**config.mk**
```make
export PLATFORM = sky130hd
export DESIGN_NAME = sample_walker
export DESIGN_NICKNAME = d
export VERILOG_FILES = /design/src/rtl/raster_pkg.sv /design/src/rtl/sample_step.sv /design/src/rtl/sample_walker.sv
export SDC_FILE = /design/constraint.sdc
export NUM_CORES = 1
export LEC_CHECK = 0
export ABC_AREA = 0
export BUFFER_PORTS_ARGS = -buffer_cell sky130_fd_sc_hd__buf_2
export CAP_MARGIN = 10
export CORE_AREA = 4 4 278 280
export DETAILED_ROUTE_END_ITERATION = 16
export DIE_AREA = 0 0 282 284
export PLACE_DENSITY = 0.5
export SETUP_SLACK_MARGIN = 0.5
export SLEW_MARGIN = 10
export SYNTH_ARGS = -nofsm -noshare
export SYNTH_HDL_FRONTEND = slang
export SYNTH_SLANG_ARGS = --single-unit
```
**constraint.sdc**
```tcl
create_clock -name clk -period 12.8 [get_ports clk]
set_input_delay 1.92 -clock clk [delete_from_list [all_inputs] [get_ports clk]]
set_output_delay 1.92 -clock clk [all_outputs]
set_load 0.03 [all_outputs]
```
**src/rtl/raster_pkg.sv**
```systemverilog
// Shared raster-stage types: walker state, MSAA one-hot encodings and the
// mapping from MSAA mode to subsample step shift.
package raster_pkg;

  typedef enum logic {
    WAIT = 1'b0,
    TEST = 1'b1
  } walk_state_e;

  localparam logic [3:0] MSAA_1X  = 4'b1000;
  localparam logic [3:0] MSAA_4X  = 4'b0100;
  localparam logic [3:0] MSAA_16X = 4'b0010;
  localparam logic [3:0] MSAA_64X = 4'b0001;

  // Unknown or zero encodings fall back to 1x so the walk always terminates.
  function automatic logic [1:0] step_shift(input logic [3:0] sub_sample);
    logic [1:0] k;
    case (sub_sample)
      MSAA_1X:  k = 2'd0;
      MSAA_4X:  k = 2'd1;
      MSAA_16X: k = 2'd2;
      MSAA_64X: k = 2'd3;
      default:  k = 2'd0;
    endcase
    return k;
  endfunction

endpackage

```
**src/rtl/sample_step.sv**
```systemverilog
// Next-sample arithmetic for the raster walker: advances x, and signals a
// row wrap or the end of the box. Sums are one bit wider so they cannot wrap.
module sample_step #(
  parameter int SIGFIG = 24
) (
  input  logic signed [SIGFIG-1:0] cur_x,
  input  logic signed [SIGFIG-1:0] cur_y,
  input  logic signed [SIGFIG-1:0] ur_x,
  input  logic signed [SIGFIG-1:0] ur_y,
  input  logic signed [SIGFIG:0]   step,
  output logic signed [SIGFIG-1:0] next_x,
  output logic signed [SIGFIG-1:0] next_y,
  output logic                     row_wrap,
  output logic                     last
);

  logic signed [SIGFIG:0] nx_s;
  logic signed [SIGFIG:0] ny_s;
  logic                   in_row_s;
  logic                   in_col_s;

  assign nx_s     = {cur_x[SIGFIG-1], cur_x} + step;
  assign ny_s     = {cur_y[SIGFIG-1], cur_y} + step;
  assign in_row_s = (nx_s <= {ur_x[SIGFIG-1], ur_x});
  assign in_col_s = (ny_s <= {ur_y[SIGFIG-1], ur_y});
  assign next_x   = nx_s[SIGFIG-1:0];
  assign next_y   = ny_s[SIGFIG-1:0];

  // Classify the step: stay in row, wrap to the next row, or finish.
  always_comb begin
    row_wrap = 1'b0;
    last     = 1'b0;
    if (in_row_s) begin
      row_wrap = 1'b0;
      last     = 1'b0;
    end else if (in_col_s) begin
      row_wrap = 1'b1;
      last     = 1'b0;
    end else begin
      row_wrap = 1'b0;
      last     = 1'b1;
    end
  end

endmodule

```
**src/rtl/sample_walker.sv**
```systemverilog
// Raster iterator: latches one triangle and its bounding box, then emits one
// subsample location per cycle in row-major order while holding upstream off.
module sample_walker
  import raster_pkg::*;
#(
  parameter int SIGFIG = 24,
  parameter int RADIX  = 10,
  parameter int VERTS  = 3,
  parameter int AXIS   = 3,
  parameter int COLORS = 3
) (
  input  logic                                           clk,
  input  logic                                           rst,
  input  logic signed [VERTS-1:0][AXIS-1:0][SIGFIG-1:0]  tri_R13S,
  input  logic        [COLORS-1:0][SIGFIG-1:0]           color_R13U,
  input  logic signed [1:0][1:0][SIGFIG-1:0]             box_R13S,
  input  logic                                           validTri_R13H,
  input  logic        [3:0]                              subSample_RnnnnU,
  output logic                                           halt_RnnnnL,
  output logic signed [VERTS-1:0][AXIS-1:0][SIGFIG-1:0]  tri_R14S,
  output logic        [COLORS-1:0][SIGFIG-1:0]           color_R14U,
  output logic signed [1:0][SIGFIG-1:0]                  sample_R14S,
  output logic                                           validSamp_R14H
);

  walk_state_e                                   state_r;
  walk_state_e                                   state_nxt_s;
  logic signed [VERTS-1:0][AXIS-1:0][SIGFIG-1:0] tri_r;
  logic        [COLORS-1:0][SIGFIG-1:0]          color_r;
  logic signed [1:0][1:0][SIGFIG-1:0]            box_r;
  logic signed [1:0][SIGFIG-1:0]                 sample_r;
  logic                                          valid_r;
  logic signed [SIGFIG:0]                        step_s;
  logic signed [SIGFIG-1:0]                      next_x_s;
  logic signed [SIGFIG-1:0]                      next_y_s;
  logic                                          row_wrap_s;
  logic                                          last_s;
  logic                                          box_ok_s;
  logic                                          accept_s;

  assign step_s = {{SIGFIG{1'b0}}, 1'b1} << (RADIX - int'(step_shift(subSample_RnnnnU)));

  // Index [0] is lower-left, [1] upper-right; inner index 0 is x, 1 is y.
  assign box_ok_s = ($signed(box_R13S[0][0]) <= $signed(box_R13S[1][0])) &&
                    ($signed(box_R13S[0][1]) <= $signed(box_R13S[1][1]));

  sample_step #(.SIGFIG(SIGFIG)) u_step (
    .cur_x    (sample_r[0]),
    .cur_y    (sample_r[1]),
    .ur_x     (box_r[1][0]),
    .ur_y     (box_r[1][1]),
    .step     (step_s),
    .next_x   (next_x_s),
    .next_y   (next_y_s),
    .row_wrap (row_wrap_s),
    .last     (last_s)
  );

  // Next-state decode; a degenerate box is consumed without leaving WAIT.
  always_comb begin
    state_nxt_s = state_r;
    accept_s    = 1'b0;
    case (state_r)
      WAIT: begin
        if (validTri_R13H && box_ok_s) begin
          accept_s    = 1'b1;
          state_nxt_s = TEST;
        end else begin
          state_nxt_s = WAIT;
        end
      end
      TEST: begin
        if (last_s) begin
          state_nxt_s = WAIT;
        end else begin
          state_nxt_s = TEST;
        end
      end
      default: state_nxt_s = WAIT;
    endcase
  end

  // State, latched triangle and sample position registers.
  always_ff @(posedge clk or posedge rst) begin
    if (rst) begin
      state_r  <= WAIT;
      tri_r    <= '0;
      color_r  <= '0;
      box_r    <= '0;
      sample_r <= '0;
      valid_r  <= 1'b0;
    end else begin
      state_r <= state_nxt_s;
      case (state_r)
        WAIT: begin
          if (accept_s) begin
            tri_r       <= tri_R13S;
            color_r     <= color_R13U;
            box_r       <= box_R13S;
            sample_r[0] <= box_R13S[0][0];
            sample_r[1] <= box_R13S[0][1];
            valid_r     <= 1'b1;
          end else begin
            valid_r <= 1'b0;
          end
        end
        TEST: begin
          if (last_s) begin
            valid_r <= 1'b0;
          end else if (row_wrap_s) begin
            sample_r[0] <= box_r[0][0];
            sample_r[1] <= next_y_s;
            valid_r     <= 1'b1;
          end else begin
            sample_r[0] <= next_x_s;
            valid_r     <= 1'b1;
          end
        end
        default: valid_r <= 1'b0;
      endcase
    end
  end

  assign halt_RnnnnL    = (state_r == WAIT);
  assign tri_R14S       = tri_r;
  assign color_R14U     = color_r;
  assign sample_R14S    = sample_r;
  assign validSamp_R14H = valid_r;

endmodule

```
==> flow_metrics.tcl, run 1 <==
set metrics [dict create \
    status "completed" \
    power.switching_w 0.003708 \
    cp_cell_sequence "buf_2, nor4b_1, nor3_1, ha_1, o21a_1, nor2_1, a211oi_1, a21oi_1, a221oi_1, and4_1, xor2_1, ha_1, nand4_1, nor4_2, nand2_1, o211a_1, o211ai_4, nor2_2, a21oi_4, a21oi_1, o2bb2a_2" \
    numCtsBuffers 49 \
    pwr-share-clk_pct 17.3 \
    multi_input_area_sq_um 10170 \
    p_sw_share_pct 45.34 \
    finalCritPeriodShare_pct 57.61 \
    drt_iter0_drc 796 \
    cts_buffer_depth 3 \
    ctsResizeCount 0 \
    maxCapViolations 0 \
    rows 100 \
    setup-violations-final 0 \
    worstSkewPairLatency_ns 0.58 \
    top_layer "met5" \
    place_congestion 0.8563 \
    drive_above_1_share_pct 47.24 \
    cp-end-kind "flop" \
    yosysSeqAreaShare_pct 48.14 \
    maxSlewViolCount 0 \
    die-area_sq_um 80090 \
    p_comb_share_pct 52.8 \
    finalNetCount 2949 \
    cts_tree "done" \
    yosysTopAreaCellShare_pct 48.14 \
    start_kind "input port" \
    crit_path_max_incr_delay_ns 0.85 \
    cp_slowest_cell "nor4b_1" \
    antenna_found_initial 26 \
    skew_ns 0.02157 \
    clk_pin_slew_worst_paths_ns 0.06 \
    fillers 7384 \
    track_usage_pct 18.26 \
    vias_per_cell 4.614 \
    yosysWarnings 0 \
    hold_viol 0 \
    critPathKind "input port to flop" \
    crit_family "compound AO/OA/AOI/OAI gates" \
    fp.dieW_um 282 \
    post-place-cells 3345 \
    ys_types 78 \
    syn_avg_cell_area_sq_um 12.72 \
    internal-power_w 0.004471 \
    grt_first_pass_wirelength_mm 111.3 \
    overflow 0 \
    postRouteAntennaNets 0 \
    pwr-share-seq_pct 29.8 \
    ys_ff_latch 410 \
    powerDensity_nw_per_um2 297.8 \
    p_leak_nw 14.51 \
    worstPathRequired_ns 13.25 \
    drc 0 \
    vdd_drop_max_v 0.0001368 \
    ios 729 \
    post-dp-hpwl_mm 60.26 \
    avgRoutedWirePerCell_um 22.08 \
    slew-limit-headroom_pct 20.38 \
    grt_max_degree 131 \
    tightestPinTransition_ns 1.164 \
    netlist_area_sq_um 21310 \
    path_max_fanout 37 \
    wl_met1_mm 31.27 \
    yosysTopAreaCell "dfrtp_1" \
    drt_first_pass_iters 4 \
    path_buf_inv 1 \
    cts_setup_buffers 0 \
    place_area_sq_um 25810 \
    fin_crit_ns 7.374 \
    hold_path_class "flop to flop" \
    seq_area_sq_um 10260 \
    met2_length_mm 35.66 \
    fin_area_sq_um 27470 \
    place.port_buffers 728 \
    synth_ff_type "dfrtp_1" \
    num_vias 15910 \
    start_util_pct 28.63 \
    synthTopCellsByArea "dfrtp_1, mux2_4, ha_1, nand2_1, o21ai_0" \
    cp.arrival_ns 7.83 \
    synth_edf_count 0 \
    grt_pass1_vias 16739 \
    ctsHtreeMaxLevel 2 \
    tns_ns 0 \
    syn_inst 1675 \
    rsz0062_at_grt "no" \
    root_buffer "clkbuf_16" \
    max_freq_mhz 135.6 \
    synthToLayoutAreaGrowth_pct 28.90 \
    post-place-ws_ns 4.845 \
    fin_cells 3448 \
    core_area_sq_um 74450 \
    synthArstFlopShare_pct 100.0 \
    clock_sink_count 410 \
    wl_mm 76.15 \
    ctsHoldBuffers 0 \
    die_h_um 284 \
    wl_met3_mm 7.824 \
    fin_ws_ns 5.426 \
]
==> cells in the final DEF, fill, tap and decap left out, types with 5 or more instances in the layout <==
master / count
a211oi_1: 8
a21o_1: 17
a21oi_1: 72
a2bb2oi_1: 6
a311oi_1: 9
a31oi_1: 9
buf_2: 728
buf_4: 14
clkbuf_1: 10
clkbuf_16: 49
clkbuf_8: 9
clkinv_2: 10
conb_1: 26
dfrtp_1: 409
diode_2: 13
ha_1: 129
inv_1: 108
mux2_2: 22
mux2_4: 291
mux2i_1: 22
nand2_1: 157
nand2b_1: 5
nand3_1: 13
nand4_1: 25
nor2_1: 40
nor3_1: 8
o21a_1: 5
o21ai_0: 95
o21ai_1: 12
o22ai_1: 6
o31ai_1: 7
xnor2_1: 23
xor2_1: 17
==> cell usage after synthesis, drive strengths merged, types with 7 or more instances <==
| cell type | n |
|---|---|
| ha | 129 |
| a31oi | 9 |
| dfrtp | 410 |
| xor2 | 17 |
| o21ai | 109 |
| nand3 | 13 |
| a21oi | 74 |
| a211oi | 8 |
| nor2 | 41 |
| nor3 | 9 |
| a311oi | 9 |
| o31ai | 7 |
| xnor2 | 23 |
| inv | 111 |
| clkbuf | 11 |
| nand4 | 25 |
| mux2 | 317 |
| nand2 | 159 |
| buf | 54 |
| a21o | 17 |
| mux2i | 22 |
==> metal layers <==
layer  global-route usage (%)  up-vias
li1                         -     7427
met1                    22.63     7818
met2                    29.50      563
met3                    7.495       96
met4                    4.689        6
met5                        0        -
==> final cells by class <==
cell class,count,area share (%)
sequential,410,37.35
inverter,112,1.544
tap,969,4.414
clock inverter,22,0.8609
antenna,13,0.1184
clock buffer,68,5.051
timing repair buffer,742,13.65
multi-input combinational,1112,37.01
==> kinds of logic (layout without fill, tap and decap cells) <==
group	Yosys count	in the layout	share of synthesized area, %
xor+xnor	40	40	1.644
buf+inv	177	944	4.609
fa+ha+maj	131	131	7.762
simple gates	282	282	6.100
other cells	2	39	0.03524
compound gates	294	294	8.795
mux	339	339	22.91
flops	410	410	48.14
==> registers in the layout, indices dropped and copies added, names as in the netlist, named ones only <==
signal and count:
color_R14U 72, box_r 72, validSamp_R14H 1, state_r 1, sample_R14S 47, tri_R14S 216
==> worst paths after layout <==
kind                                          start               to  depth (start not counted)  slack [ns]
max in group asynchronous                       rst          state_r                          4        8.96
worst max register to register      sample_R14S[32]  sample_R14S[44]                         17        7.62
min in group asynchronous                       rst    tri_R14S[120]                          2        1.54
worst max-delay path            subSample_RnnnnU[1]  sample_R14S[44]                         21        5.43
worst min register to register            box_r[78]        box_r[78]                          2        0.48
worst min-delay path                      box_r[78]        box_r[78]                          2        0.48
==> worst min-delay path, stage by stage (launching register included) <==
cell and delay [ns]:
dfrtp_1 0.34, nand2_1 0.05, o21ai_0 0.06
==> metrics by stage <==
stage	hold slack, ns	utilization [%]	total power, W
after floorplan	0.4488	-	0.005409
after global placement	0.4642	34.67	0.006719
after detailed placement	0.4710	34.67	0.006762
after CTS	0.4845	36.86	0.008235
after global routing	0.5010	36.90	0.008701
final	0.4797	36.90	0.008179
==> power by group through the flow <==
stage	Clock (W)	Combinational (W)	Sequential, W
floorplan	0	0.00199	0.00342
global placement	0	0.00429	0.00243
detailed placement	0	0.00432	0.00244
CTS	0.00146	0.00433	0.00244
global route	0.00152	0.00465	0.00253
finish	0.00142	0.00432	0.00244
No activity file was read; power rests on OpenSTA's default activity.
==> run 2, diff against run 1 <==
Clock period 12.8 ns to 6.4 ns, I/O delays scaled along.
==> run 2 against run 1 <==
Net effect: worst setup slack got worse by 4.5 ns; utilization increased by 0.48 points; critical path type unchanged; combinational power increased by 100%; largest cell class unchanged; flip-flop and latch count unchanged; register-to-register slack got worse by 5.9 ns; largest power group unchanged; die area unchanged; non-clock buffer count increased by 18; clock power increased by 110%; wire length decreased by 0.78%; sequential share of layout area decreased by 0.48 points.
==> flow_metrics.tcl, run 2 (synthesized netlist as in run 1, its figures left out) <==
set metrics [dict create \
    start_kind "input port" \
    layout_commonest_cell "buf_2" \
    drt_first_pass_iters 5 \
    avgRoutedWirePerCell_um 21.78 \
    slew-limit-headroom_pct 27.10 \
    grt_pass1_vias 16679 \
    hold_viol 0 \
    whs_endpoint "box_r[78]" \
    post-dp-hpwl_mm 60.20 \
    status "completed" \
    rsz0062_at_grt "no" \
    drt_iter0_drc 878 \
    worstReg2RegEnd "sample_R14S[34]" \
    reg2reg_from "sample_R14S[33]" \
    path_max_fanout 19 \
    final_cell_mix "buf_2, dfrtp_1, mux2_4" \
    skew_ns 0.01845 \
    clk_pin_slew_worst_paths_ns 0.06 \
    r2r_cells 18 \
    overflow 0 \
    ctsHoldBuffers 0 \
    maxCapViolations 0 \
    ctsResizeCount 0 \
    num_vias 15944 \
    holdWs_ns 0.4797 \
    cp-end-kind "flop" \
    worstPathRequired_ns 6.89 \
    rows 100 \
    finalCritPeriodShare_pct 85.27 \
    start_util_pct 28.63 \
    numCtsBuffers 50 \
    finalNetCount 2968 \
    largest_register_ffs 216 \
    place.port_buffers 728 \
    track_usage_pct 18.04 \
    drc 0 \
    min_from "box_r[78]" \
    synthToLayoutAreaGrowth_pct 30.58 \
    cts_tree "done" \
    ctsHtreeMaxLevel 2 \
    ff2ff_setup_slack_ns 1.70 \
    antenna_found_initial 25 \
    ios 729 \
    vias_per_cell 4.596 \
    p_leak_nw 14.69 \
    die-area_sq_um 80090 \
    grt_max_degree 150 \
    post-place-ws_ns 0.3506 \
    wl_mm 75.55 \
    maxSlewViolCount 0 \
    setup-violations-final 0 \
    tightestPinTransition_ns 1.066 \
    drive_above_1_share_pct 47.65 \
    grt_first_pass_wirelength_mm 109.6 \
    cts_setup_buffers 0 \
    worstSkewPairLatency_ns 0.57 \
    cts_buffer_depth 3 \
    place_congestion 0.8450 \
    fin_ws_ns 0.9425 \
    powerDensity_nw_per_um2 593.5 \
    root_buffer "clkbuf_16" \
    die_h_um 284 \
    postRouteAntennaNets 0 \
    cp.arrival_ns 5.94 \
    critPathKind "input port to flop" \
    max_freq_mhz 183.2 \
    crit_start "subSample_RnnnnU[0]" \
    place_area_sq_um 26070 \
    hold_path_depth 2 \
    post-route-util_pct 37.38 \
    fin_crit_ns 5.458 \
    core_area_sq_um 74450 \
    fin_area_sq_um 27830 \
    fp.dieW_um 282 \
    vdd_drop_max_v 0.0002875 \
    hold_path_class "flop to flop" \
    clock_sink_count 410 \
]
## run 2: per-layer routing
metal	global-route usage, %	routed length, um	vias up
met5	0	41	-
met1	22.30	31400	7836
met2	29.48	35410	528
met4	4.853	1754	6
met3	6.919	6947	111
li1	-	-	7463
## run 2: power breakdown
group	internal, W	switching [W]
Clock	0.00181	0.00114
Combinational	0.00339	0.00529
Sequential	0.00392	0.000964
## run 2: worst max-delay path: stages
cell and delay (ns):
buf_2 0.11, nor4b_1 0.43, nor3_1 0.13, buf_4 0.19, ha_1 0.32, o21a_1 0.12, nor2_1 0.21, a211oi_1 0.11
a21oi_1 0.52, nor2_1 0.22, xor2_1 0.19, ha_1 0.31, nand4_1 0.15, nor4_2 0.30, nand2_1 0.15, o211a_1 0.30
o211ai_4 0.31, nor2_2 0.09, a21oi_4 0.32, buf_4 0.29, a21oi_1 0.06, a2bb2oi_1 0.14
## run 2: stage by stage
stage | setup TNS (ns) | cells | total power, W
floorplan | -35.11 | 1699 | 0.01082
global placement | 0 | 3363 | 0.01350
detailed placement | 0 | 3363 | 0.01360
CTS | 0 | 3454 | 0.01666
global route | 0 | 3465 | 0.01754
finish | 0 | 3469 | 0.01651
## run 2: final cells by class
class                   instances  area (sq um)
inverters                     112         424.2
multi-input cells            1112         10170
well taps                     969          1212
repair buffers                760          4009
diodes                         15         37.54
clock inverters                17         222.7
fillers                      7343         46620
clock buffers                  74          1493
flip-flops and latches        410         10260
## run 2: how the worst max path moves through the flow
stage,to,slack [ns]
CTS,sample_R14S[34],0.97
detailed placement,sample_R14S[34],0.35
floorplan,async pin,-0.09
global placement,sample_R14S[34],0.55
global route,sample_R14S[34],0.55
finish,sample_R14S[34],0.94
==> run 3, diff against run 2 <==
Settings changed: BUFFER_PORTS_ARGS -buffer_cell sky130_fd_sc_hd__buf_2 to unset, CORE_AREA 4 4 278 280 to 4 4 282 284, DIE_AREA 0 0 282 284 to 0 0 286 288, DONT_BUFFER_PORTS set to 1, PLACE_DENSITY 0.5 to 0.39, SETUP_SLACK_MARGIN 0.5 to unset.
Clock period 6.4 ns to 5.1 ns, I/O delays scaled along.
==> run 3 against run 2 <==
Net effect: utilization shrank 4.9 points; critical path type unchanged; total power grew 19%; global-route usage shrank 2.0 points; critical endpoint is now sample_R14S[10]; largest cell class unchanged.
==> flow_metrics.tcl, run 3 (synthesized netlist as in run 1, its figures left out) <==
set metrics [dict create \
    maxCapViolations 0 \
    finalCritPeriodShare_pct 93.50 \
    wl_mm 70.15 \
    post-place-cells 2787 \
    track_usage_pct 16.05 \
    layout_commonest_cell "dfrtp_1" \
    worstSkewPairLatency_ns 0.58 \
    vias_per_cell 4.664 \
    ctsHoldBuffers 0 \
    final_cell_mix "dfrtp_1, mux2_4, nand2_1" \
    die_h_um 288 \
    hold_path_class "input port to async pin" \
    cts_setup_buffers 0 \
    cts_buffer_depth 3 \
    finalNetCount 2322 \
    start_kind "input port" \
    synthToLayoutAreaGrowth_pct 17.37 \
    maxSlewViolCount 0 \
    fin_crit_ns 4.768 \
    ff2ff_setup_slack_ns 0.41 \
    clk_pin_slew_worst_paths_ns 0.06 \
    grt_first_pass_wirelength_mm 99.32 \
    fp.dieW_um 286 \
    ctsHtreeMaxLevel 2 \
    power.switching_w 0.008845 \
    ios 729 \
    grt_max_degree 136 \
    r2r_cells 21 \
    post-route-util_pct 32.45 \
    p_comb_share_pct 33.9 \
    path_max_fanout 15 \
    place_congestion 0.8338 \
    clock_sink_count 410 \
    place.port_buffers 0 \
    grt_pass1_vias 14039 \
    drc 0 \
    num_vias 13445 \
    post-dp-hpwl_mm 55.76 \
    max_freq_mhz 209.7 \
    globalRouteMet2Util_pct 26.97 \
    rows 102 \
    pwr-share-clk_pct 18.7 \
    pwr-share-seq_pct 47.4 \
    avgRoutedWirePerCell_um 24.33 \
    internal-power_w 0.01075 \
    start_util_pct 27.65 \
    root_buffer "clkbuf_16" \
    cts_tree "done" \
    drt_first_pass_iters 5 \
    hold_viol 0 \
    p_sw_share_pct 45.14 \
    cp-end-kind "flop" \
    top_usage_layer "met2" \
    overflow 0 \
    die-area_sq_um 82370 \
    core_area_sq_um 77080 \
    fin_cells 2883 \
    drive_above_1_share_pct 29.85 \
    postRouteAntennaNets 0 \
    antenna_found_initial 5 \
    skew_ns 0.01493 \
    tightestPinTransition_ns 0.9650 \
    p_leak_nw 12.24 \
    status "completed" \
    largest_register_ffs 216 \
    slew-limit-headroom_pct 35.67 \
    drt_iter0_drc 552 \
    numCtsBuffers 51 \
    met1_usage_pct 18.28 \
    vdd_drop_max_v 0.0003151 \
    grtUsageMet3_pct 7.229 \
    holdWs_ns 0.2447 \
    critPathKind "input port to flop" \
    setup-violations-final 0 \
    reg2reg_from "sample_R14S[10]" \
    powerDensity_nw_per_um2 783.4 \
    place_area_sq_um 23240 \
    cp.arrival_ns 5.27 \
    worstReg2RegEnd "sample_R14S[10]" \
    worstPathRequired_ns 5.60 \
    fin_area_sq_um 25010 \
]
run 3: layer usage:
layer	wire length [um]	part of all wire (%)	vias up
li1	-	-	6163
met1	26780	38	6714
met2	34190	49	472
met3	7295	10	96
met4	1876	2.7	0
met5	0	0	-
run 3: repair_timing:
| action | in CTS | in global routing |
|---|---|---|
| endpoints found under the setup margin | 34 | 49 |
| resized for setup | 1 | 8 |
| gates cloned | 0 | 0 |
| endpoints found under the hold margin | 0 | 0 |
| pin swaps | 0 | 1 |
run 3: worst max-delay path by stage:
stage,start,slack [ns],depth (start not counted),endpoint
after floorplan,rst,-1.19,1,async pin
after global placement,subSample_RnnnnU[0],-0.65,21,sample_R14S[10]
after detailed placement,subSample_RnnnnU[0],-0.71,20,sample_R14S[7]
after CTS,subSample_RnnnnU[1],0.11,21,sample_R14S[7]
after global routing,subSample_RnnnnU[0],-0.005,22,sample_R14S[9]
final,subSample_RnnnnU[0],0.33,23,sample_R14S[10]
run 3: critical path, cell delays in order:
cell       delay (ns)
nor4b_2          0.41
nor3_4           0.14
ha_1             0.39
nand2_1          0.09
o21a_1           0.18
or3_1            0.38
o2111ai_2        0.11
a21oi_2          0.15
o21ai_0          0.26
o31ai_1          0.11
ha_1             0.31
nand4_1          0.14
nor4_2           0.29
buf_4            0.17
a221oi_1         0.08
o211ai_2         0.17
nand2_1          0.08
o31ai_1          0.20
a21boi_4         0.27
buf_4            0.24
buf_4            0.17
nand2_1          0.05
o21ai_1          0.09
run 3: layout make-up:
| cell class | count | area, sq um |
|---|---|---|
| Fill cell | 7771 | 52070 |
| Sequential cell | 410 | 10260 |
| Multi-Input combinational cell | 1112 | 10240 |
| Clock buffer | 67 | 1459 |
| Tap cell | 1040 | 1301 |
| Timing Repair Buffer | 113 | 1074 |
| Inverter | 112 | 424.2 |
| Clock inverter | 25 | 246.5 |
| Antenna cell | 4 | 10.01 |
run 3: power groups by stage:
stage | Sequential (W) | Clock [W] | Combinational, W
floorplan | 0.00859 | 0 | 0.00499
global placement | 0.00941 | 0 | 0.00655
detailed placement | 0.00939 | 0 | 0.00662
CTS | 0.00935 | 0.00380 | 0.00667
global route | 0.00950 | 0.00394 | 0.00739
finish | 0.00929 | 0.00366 | 0.00664
run 3: metrics by stage:
step	power, W	setup slack, ns	TNS (ns)
floorplan	0.01357	-1.191	-488.16
global placement	0.01596	-0.6529	-26.90
detailed placement	0.01601	-0.7086	-31.11
CTS	0.01982	0.1115	0
global route	0.02083	-0.004657	-0.004657
finish	0.01959	0.3316	0
